<file path="src/rtl/piso_tx.sv">
// Parallel-in serial-out transmitter with optional start/stop framing; one bit per clock.
// A load is taken only in IDLE, including the done cycle, so frames can run back-to-back.
module piso_tx #(
  parameter int WIDTH     = 4,
  parameter bit MSB_FIRST = 1'b1,
  parameter bit FRAME     = 1'b1
) (
  input  logic                       clk,
  input  logic                       reset,
  input  logic [WIDTH-1:0]           din,
  input  logic                       load,
  output logic                       ready,
  output logic                       op,
  output logic                       busy,
  output logic                       done,
  output logic [$clog2(WIDTH+1)-1:0] bit_cnt
);

  localparam int CW = $clog2(WIDTH+1);

  typedef enum logic [1:0] {IDLE, START, DATA, STOP} state_t;

  state_t           state_q;
  logic [WIDTH-1:0] sreg_q;
  logic             op_q;
  logic             done_q;
  logic [CW-1:0]    cnt_q;

  logic             last_bit;

  function automatic logic head(input logic [WIDTH-1:0] w);
    return MSB_FIRST ? w[WIDTH-1] : w[0];
  endfunction

  // Vacated positions fill with 0 so the register drains to zero by frame end.
  function automatic logic [WIDTH-1:0] shift1(input logic [WIDTH-1:0] w);
    return MSB_FIRST ? {w[WIDTH-2:0], 1'b0} : {1'b0, w[WIDTH-1:1]};
  endfunction

  assign last_bit = (cnt_q == CW'(WIDTH-1));

  always_ff @(posedge clk or posedge reset) begin
    if (reset) begin
      state_q <= IDLE;
      sreg_q  <= '0;
      op_q    <= FRAME;
      done_q  <= 1'b0;
      cnt_q   <= '0;
    end else begin
      done_q <= 1'b0;
      case (state_q)
        IDLE: begin
          if (load) begin
            cnt_q <= '0;
            if (FRAME) begin
              sreg_q  <= din;
              op_q    <= 1'b0;
              state_q <= START;
            end else begin
              // Unframed: first data bit goes out on the accepting edge.
              sreg_q  <= shift1(din);
              op_q    <= head(din);
              state_q <= DATA;
            end
          end
        end
        START: begin
          op_q    <= head(sreg_q);
          sreg_q  <= shift1(sreg_q);
          state_q <= DATA;
        end
        DATA: begin
          if (last_bit) begin
            if (FRAME) begin
              op_q    <= 1'b1;
              cnt_q   <= CW'(WIDTH);
              state_q <= STOP;
            end else begin
              op_q    <= 1'b0;
              cnt_q   <= '0;
              done_q  <= 1'b1;
              state_q <= IDLE;
            end
          end else begin
            op_q   <= head(sreg_q);
            sreg_q <= shift1(sreg_q);
            cnt_q  <= cnt_q + 1'b1;
          end
        end
        STOP: begin
          op_q    <= 1'b1;
          cnt_q   <= '0;
          done_q  <= 1'b1;
          state_q <= IDLE;
        end
        default: begin
          op_q    <= FRAME;
          cnt_q   <= '0;
          state_q <= IDLE;
        end
      endcase
    end
  end

  assign ready   = (state_q == IDLE);
  assign busy    = ~ready;
  assign op      = op_q;
  assign done    = done_q;
  assign bit_cnt = cnt_q;

endmodule

</file>
<file path="config.mk">
export PLATFORM = sky130hd
export DESIGN_NAME = piso_tx
export DESIGN_NICKNAME = d
export VERILOG_FILES = /design/src/rtl/piso_tx.sv
export SDC_FILE = /design/constraint.sdc
export NUM_CORES = 1
export LEC_CHECK = 0
export BUFFER_PORTS_ARGS = -buffer_cell sky130_fd_sc_hd__buf_2
export CAP_MARGIN = 10
export CORE_AREA = 2 2 39 41
export DETAILED_ROUTE_END_ITERATION = 7
export DIE_AREA = 0 0 41 43
export HOLD_SLACK_MARGIN = 0.06
export PLACE_DENSITY = 0.69
export SYNTH_ARGS = -nofsm -noshare
export SYNTH_HDL_FRONTEND = slang
export SYNTH_SLANG_ARGS = --single-unit
</file>
<file path="constraint.sdc">
create_clock -name clk -period 3.8 [get_ports clk]
set_input_delay 0.38 -clock clk [delete_from_list [all_inputs] [get_ports clk]]
set_output_delay 0.38 -clock clk [all_outputs]
set_load 0.01 [all_outputs]
</file>
## Word-level counts from Yosys, hierarchy flattened

Index checks and enable logic that the tools add are counted.

| storage, ports and cells | value |
|---|---|
| input port bits | 7 |
| output and inout bits | 7 |
| bits in registers | 11 |

| operators by class | value |
|---|---|
| muxes and demuxes | 13 |
| bitwise logic cells | 1 |
| reduce and logical (&&, ||, !) cells | 6 |
| equality and inequality tests | 7 |
| $add $sub $neg | 1 |

Operators by type and width:

| operator | count |
|---|---|
| 4-bit one-hot mux with 3 select lines | 1 |
| 3-bit one-hot mux with 3 select lines | 1 |
| 4-bit 2-to-1 mux | 2 |
| 2-bit one-hot mux with 4 select lines | 1 |
| 3-bit 2-to-1 mux | 2 |
| 2-bit inequality test, second input constant | 3 |
| 3-bit nonzero test | 2 |
| 2-bit equality test, second input constant | 2 |
| 2-bit 2-to-1 mux | 2 |
| 1-bit one-hot mux with 4 select lines | 1 |
| 2-bit AND reduction | 2 |
| 3-bit by 1-bit adder with 3-bit output, second input constant | 1 |
| 3-bit by 2-bit equality test with 1-bit output, second input constant | 1 |
| 1-bit 2-to-1 mux | 3 |
| 3-bit AND reduction | 1 |
| 2-bit by 1-bit equality test with 1-bit output, second input constant | 1 |
| 2-bit logical NOT | 1 |
| 1-bit NOT | 1 |

## Longest topological paths before layout

Gate-level depths: netlist of the first run.

| logic depth | value |
|---|---|
| word-level depth | 3 |
| gate-level depth with buffers | 5 |
| mapped depth without buffers | 5 |

## Worst setup path before layout of the first run

OpenSTA, ideal clock, no wires.

| timing | value |
|---|---|
| path kind | reg-to-reg |
| from | register state_q[0] |
| to | register sreg_q[0] |
| period minus slack after synthesis | 1729 ps |
| library setup time | 125 ps |
| arrival time | 1604 ps |
| slack | 2071 ps |
| cell stages (with the launch flop) | 6 |
| data required time | 3675 ps |
| buffers on the path | 0 |
| cells stage by stage | dfrtp_1 > inv_1 > ha_1 > and2b_1 > a221oi_2 > mux2_2 |

| between the ends | value |
|---|---|
| word-level cells in the longest chain between the ends | 3 |

RTL lines:

| element | line | text |
|---|---|---|
| from (decl) | 23 | `state_t state_q;` |
| from (signal assigned) | 44 | `state_q <= IDLE;` |
| from (signal assigned) | 58 | `state_q <= START;` |
| from (signal assigned) | 63 | `state_q <= DATA;` |
| 2-bit logical NOT (*) | - |  |
| named net ready | 12 | `output logic ready,` |
| 2-bit inequality test (no line) / 3-bit nonzero test (equally long branches) | - |  |
| 3-bit AND reduction (no line) | - |  |
| to (signal assigned) | 56 | `sreg_q <= din;` |
| to (signal assigned) | 61 | `sreg_q <= shift1(din);` |
| to (signal assigned) | 69 | `sreg_q <= shift1(sreg_q);` |
| to (decl) | 24 | `logic [WIDTH-1:0] sreg_q;` |

The timed path passes the listed nets; every way through them passes the cells marked *.
A chain may end at the register's enable or synchronous reset.

## Final worst setup path of the first run

| timing | value |
|---|---|
| from | register state_q[0] |
| to | register sreg_q[2] |

| between the ends | value |
|---|---|
| word-level cells in the longest chain between the ends | 3 |

RTL lines:

| element | line | text |
|---|---|---|
| 2-bit equality test, or another cell as far along | 51 | `case (state_q)` |
| 2-bit inequality test (no line) / 3-bit nonzero test (equally long branches) | - |  |
| 3-bit AND reduction (no line) | - |  |

Parallel ways exist; a longest one is shown, timed or not.

==> results of run 1 <==
==> cell type report <==
cell class / count / area [sq um] / area share, %
Multi-Input combinational cell: 33 / 305.3 / 42.43
Sequential cell: 11 / 276.5 / 38.43
Timing Repair Buffer: 13 / 65.06 / 9.043
Clock buffer: 4 / 26.28 / 3.652
Inverter: 7 / 26.28 / 3.652
Tap cell: 16 / 20.02 / 2.783
==> cells in the final DEF, fill, tap and decap left out, types with 2 or more instances in the layout <==
cell type,instances
buf_2,13
mux2_2,9
ha_1,7
dfrtp_1,10
a21oi_1,2
nor2_1,2
o21ai_0,2
clkbuf_4,3
inv_1,7
==> stage by stage <==
stage	total power, uW	worst slack (ps)	instance area [sq um]
2_1_floorplan	485.5	2071	608.1
6_report	637.9	1952	719.4
3_3_place_gp	563.1	1984	693.2
3_5_place_dp	567.2	1934	693.2
4_1_cts	648.2	1924	719.4
5_1_grt	700.8	1829	719.4
==> cell families (layout without fill, tap and decap cells) <==
family | after synthesis | after routing | share of synthesized area, %
flops | 11 | 11 | 45.47
buf+inv | 7 | 24 | 4.322
compound gates | 8 | 8 | 9.877
fa+ha+maj | 7 | 7 | 14.40
mux | 10 | 10 | 18.31
simple gates | 8 | 8 | 7.616
==> worst reg2reg max path, stage by stage, from the launching register on <==
cell and delay (ps):
dfrtp_1 420, inv_1 80, ha_1 260, and2b_1 240, a221oi_2 360, mux2_2 380
==> routing by layer <==
layer	vias up	wire (um)	GRT usage, %
met1	193	444	17.67
met2	11	425	21.56
met5	-	0	0
met3	2	48	3.141
li1	210	-	-
met4	0	18	8.000
==> where the power goes <==
part           total (uW)  internal, uW  switching [uW]
Sequential            210           177            32.8
Combinational         347           186             161
Clock                80.9          40.6            40.2
Total                 638           404             234
==> state kept, by name, summed over array words and instances (netlist names) <==
signal	flops
bit_cnt	3
done	1
op	1
sreg_q	4
state_q	2
==> path summary, 6_finish.rpt <==
kind,startpoint,end,cells past startpoint
max in group asynchronous,reset,op,2
hold / removal,reset,bit_cnt[0],2
hold reg to reg,sreg_q[2],sreg_q[2],1
min in group clk,load,op,3
setup / recovery,state_q[0],sreg_q[2],5
setup reg to reg,state_q[0],sreg_q[2],5
==> results.cfg, run 1 <==
[run_status]
outcome = completed

[critical_path]
cp.buffers_inverters = 1
critPathLaunchType = flop
worstPathArrival_ps = 2010
slowest_stage = dfrtp_1
r2r_slack_ps = 1950
critPathKind = flop to flop
cp_top_family = flip-flops
critical_path_peak_fanout = 6
worst_setup_path_end_kind = flop
worstPathCellList = inv_1 -> ha_1 -> and2b_1 -> a221oi_2 -> mux2_2
slowest_delay_ps = 420
required_ps = 3960

[synthesis]
netlist_instances = 51
synth_cell_types = 19
ys_async_sr_fraction_pct = 100.0
synthTopCellsByArea = dfrtp_1 41%, mux2_2 17%, ha_1 14%
synth.avg_cell_area_sq_um = 11.92
synth_top_area_share_pct = 41.15
syn-num-nets = 65
yosys-top-cells-count = 10 x dfrtp_1, 9 x mux2_2, 7 x ha_1, 7 x inv_1
ys_seq_area_share_pct = 45.47
synthFlopType = dfrtp_1
ys_seq_elements = 11
yosys_warnings = 0
synth_top_cell_by_area = dfrtp_1
synth_area_sq_um = 608.1
synth-edff-count = 0
synth_most_common_cell = dfrtp_1

[layout]
diodes = 0
drive_above_1_share_pct = 41.18
fillerInstances = 130
final_core_util_pct = 51.99
area_growth_syn_to_layout_pct = 18.31
fin_nets = 83
final_cells = 84

[power_and_ir_drop]
leakagePower_uw = 0.0003675
vdd_drop_max_mv = 0.4337
power_density_nw_per_um2 = 886.7

[floorplanning]
io_pins = 14
die_y_um = 43
dieArea_sq_um = 1763
die_x_um = 41
core_area_sq_um = 1384
start_util_pct = 43.94
core.rowCount = 14

[timing]
slew_headroom_pct = 72.27
fin_skew_ps = 3.047
tns_ps = 0
final_hold_viol_count = 0
max_freq_ghz = 0.5412
min_period_ps = 1848
drv_slew = 0
rsz0062_at_grt = no
setup_violations = 0
whs_ps = 87.37
fin_crit_sh_pct = 48.62
tightest_slew_ps = 415.5

[placement]
dp_hpwl_um = 759.9
gp_congestion = 0.6747
dp_cells = 80
io_buffers = 13

[cts]
cts_root_buf = clkbuf_4
cts_sinks = 11
htreeDepth = 1
tritoncts = done
cts_setup_buffers = 0
numCtsBuffers = 3
cts.clk_slew.worst_paths_ps = 70
cts-hold-fix-buffers = 0
cts_resized = 0
clk_latency_ps = 270
clockBufferDepth = 2

[flow_run]
maxCapViolCount = 0

[route]
drtPass1Iterations = 2
avgRoutedWirePerCell_um = 11.14
drc_errors = 0
vias_per_cell = 4.952
drt-total-wl_um = 936
antenna_left = 0
vias = 416
drt-initial-drc-count = 3

[global_routing]
grt_max_degree = 12
grt.total_usage_pct = 14.21
antenna_found_initial = 0
grt_overflow = 0
grt_pass1_vias = 427
grt_first_pass_wirelength_um = 1690

[worst_hold_path]
hold_class = primary input to asynchronous set/reset pin
Power figures use the tool's default switching activity.
==> run 2, diff against run 1 <==
--- a/config.mk
+++ b/config.mk
@@ -7,11 +7,10 @@
 export LEC_CHECK = 0
 export BUFFER_PORTS_ARGS = -buffer_cell sky130_fd_sc_hd__buf_2
 export CAP_MARGIN = 10
-export CORE_AREA = 2 2 39 41
+export CORE_UTILIZATION = 45
 export DETAILED_ROUTE_END_ITERATION = 7
-export DIE_AREA = 0 0 41 43
 export HOLD_SLACK_MARGIN = 0.06
-export PLACE_DENSITY = 0.69
+export PLACE_DENSITY = 0.71
 export SYNTH_ARGS = -nofsm -noshare
 export SYNTH_HDL_FRONTEND = slang
 export SYNTH_SLANG_ARGS = --single-unit
==> constraint.sdc (replaced) <==
create_clock -name clk -period 1.55 [get_ports clk]
set_input_delay 0.155 -clock clk [delete_from_list [all_inputs] [get_ports clk]]
set_output_delay 0.155 -clock clk [all_outputs]
set_load 0.01 [all_outputs]
==> run 2 against run 1 <==
Clock-buffer cell count is the same; core utilization grew 24 points; die area is 15% lower; combinational power increased to 4.0 times the previous value; highest routed layer is now met3; the run now ends with negative setup slack left; largest power group unchanged.
==> results.cfg, run 2 (synthesized netlist as in run 1, its figures left out) <==
[run_status]
outcome = finished with violations
violations = negative setup slack

[critical_path]
rr_endpoint = sreg_q[1]
critPathKind = flop to flop
required_ps = 1700
r2r_cells = 5
worstPathArrival_ps = 1760
worst_setup_path_end_kind = flop
worstPathCellList = inv_2 -> ha_4 -> and2b_2 -> a221oi_4 -> mux2_4
r2r_slack_ps = -60
critPathLaunchType = flop
critical_path_peak_fanout = 4
critical_path.startpoint = state_q[0]
slowest_delay_ps = 370
rr_startpoint = state_q[0]
slowest_stage = dfrtp_1

[timing]
drv_slew = 0
slew_headroom_pct = 71.25
min_period_ps = 1607
max_freq_ghz = 0.6222
fin_ws_ps = -57.23
final_hold_viol_count = 0
setup_violations = 4
tightest_slew_ps = 430.8
fin_skew_ps = 2.919
rsz0062_at_grt = yes
fin_crit_sh_pct = 103.7

[power_and_ir_drop]
clock_power_share_pct = 9.4
p_int_uw = 1349
leakagePower_uw = 0.0004527
vdd_drop_max_mv = 1.373
pwr-share-seq_pct = 24.2
switching_share_pct = 35.00
power_density_nw_per_um2 = 2298
p_sw_uw = 726.6
combPwrFrac_pct = 66.4

[layout]
diodes = 0
largest_reg_flops = 4
area_growth_syn_to_layout_pct = 48.56
finish.instance_area_sq_um = 903.4
fillerInstances = 81
mostFrequentLayoutCells = 13 x buf_2, 13 x buf_4, 10 x dfrtp_1
largest_register = sreg_q
fin_nets = 97
drive_above_1_share_pct = 60.98

[worst_hold_path]
hold_class = primary input to flop
whs_path_depth = 3
min-delay-start = load
whs_endpoint = op

[cts]
tritoncts = done
cts_root_buf = clkbuf_4
numCtsBuffers = 3
clockBufferDepth = 2
cts_sinks = 11
clk_latency_ps = 260
cts.clk_slew.worst_paths_ps = 70
htreeDepth = 1

[global_routing]
grt_first_pass_wirelength_um = 2014
grt_max_degree = 12
grt.total_usage_pct = 19.90
antenna_found_initial = 0
grt_overflow = 0
grt_pass1_vias = 492

[route]
antenna_left = 0
drtPass1Iterations = 4
avgRoutedWirePerCell_um = 11.78
vias_per_cell = 4.823
drt-initial-drc-count = 3
drc_errors = 0
vias = 463
drt-total-wl_um = 1131

[placement]
dp_hpwl_um = 918.5
gp_congestion = 0.7049
io_buffers = 13
place_area_sq_um = 840.8
post-place-ws_ps = -69.73

[floorplanning]
die_x_um = 38.76
die_y_um = 38.76
dieArea_sq_um = 1502
start_util_pct = 51.27
io_pins = 14
core_area_sq_um = 1186
core.rowCount = 12

[flow_run]
maxCapViolCount = 0
[run 2: routing by layer]
layer	up-vias	share of wire [%]	routed length, um	global-route usage [%]
li1	236	-	-	-
met1	215	47	537	22.91
met2	12	49	558	35.83
met3	0	3.1	35	3.468
met4	0	0	0	7.759
met5	-	0	0	0
[run 2: power by group through the flow]
stage	combinational [uW]	sequential (uW)	clock (uW)
6_report	1380	502	195
5_1_grt	1520	519	208
4_1_cts	1390	504	200
3_5_place_dp	1320	510	0
3_3_place_gp	1290	504	0
2_1_floorplan	873	545	0
[run 2: how the worst max path moves through the flow]
stage | endpoint | slack (ps) | cells past startpoint
finish | sreg_q[1] | -60 | 5
global placement | sreg_q[3] | -50 | 4
CTS | sreg_q[3] | -60 | 5
floorplan | sreg_q[0] | -90 | 5
global route | sreg_q[3] | -120 | 4
detailed placement | sreg_q[3] | -70 | 4
[run 2: critical path: cells and delay by family, from the launching register on]
kind	cells	cell delay (ps)
compound gates	1	330
fa+ha+maj	1	160
buf+inv	1	70
flops	1	370
mux	1	340
simple gates	1	230
[run 2: cell type report]
cell class | instances | area (sq um) | share of cell area, %
Sequential cell | 11 | 276.5 | 30.61
Multi-Input combinational cell | 33 | 384.1 | 42.52
Timing Repair Buffer | 27 | 172.7 | 19.11
Tap cell | 14 | 17.52 | 1.939
Inverter | 7 | 26.28 | 2.909
Clock buffer | 4 | 26.28 | 2.909
[run 2: per-stage QoR]
stage | setup TNS, ps | util [%] | cells | hold WS [ps] | power, uW
6_report | -216.2 | 76.16 | 96 | 147.6 | 2076
5_1_grt | -441.3 | 76.16 | 96 | 194.4 | 2247
4_1_cts | -272.6 | 75.84 | 96 | 145.0 | 2091
3_5_place_dp | -319.3 | 70.89 | 89 | 183.6 | 1831
3_3_place_gp | -209.1 | 70.89 | 89 | 167.7 | 1791
2_1_floorplan | -348.5 | - | 51 | 6.723 | 1419
[run 2: timing repair]
action,4_1_cts,5_1_grt
endpoints found under the hold margin,10,0
resized for setup,2,1
endpoints found under the setup margin,6,6
hold buffers,1,0
setup buffers,2,0
pin swaps,1,0
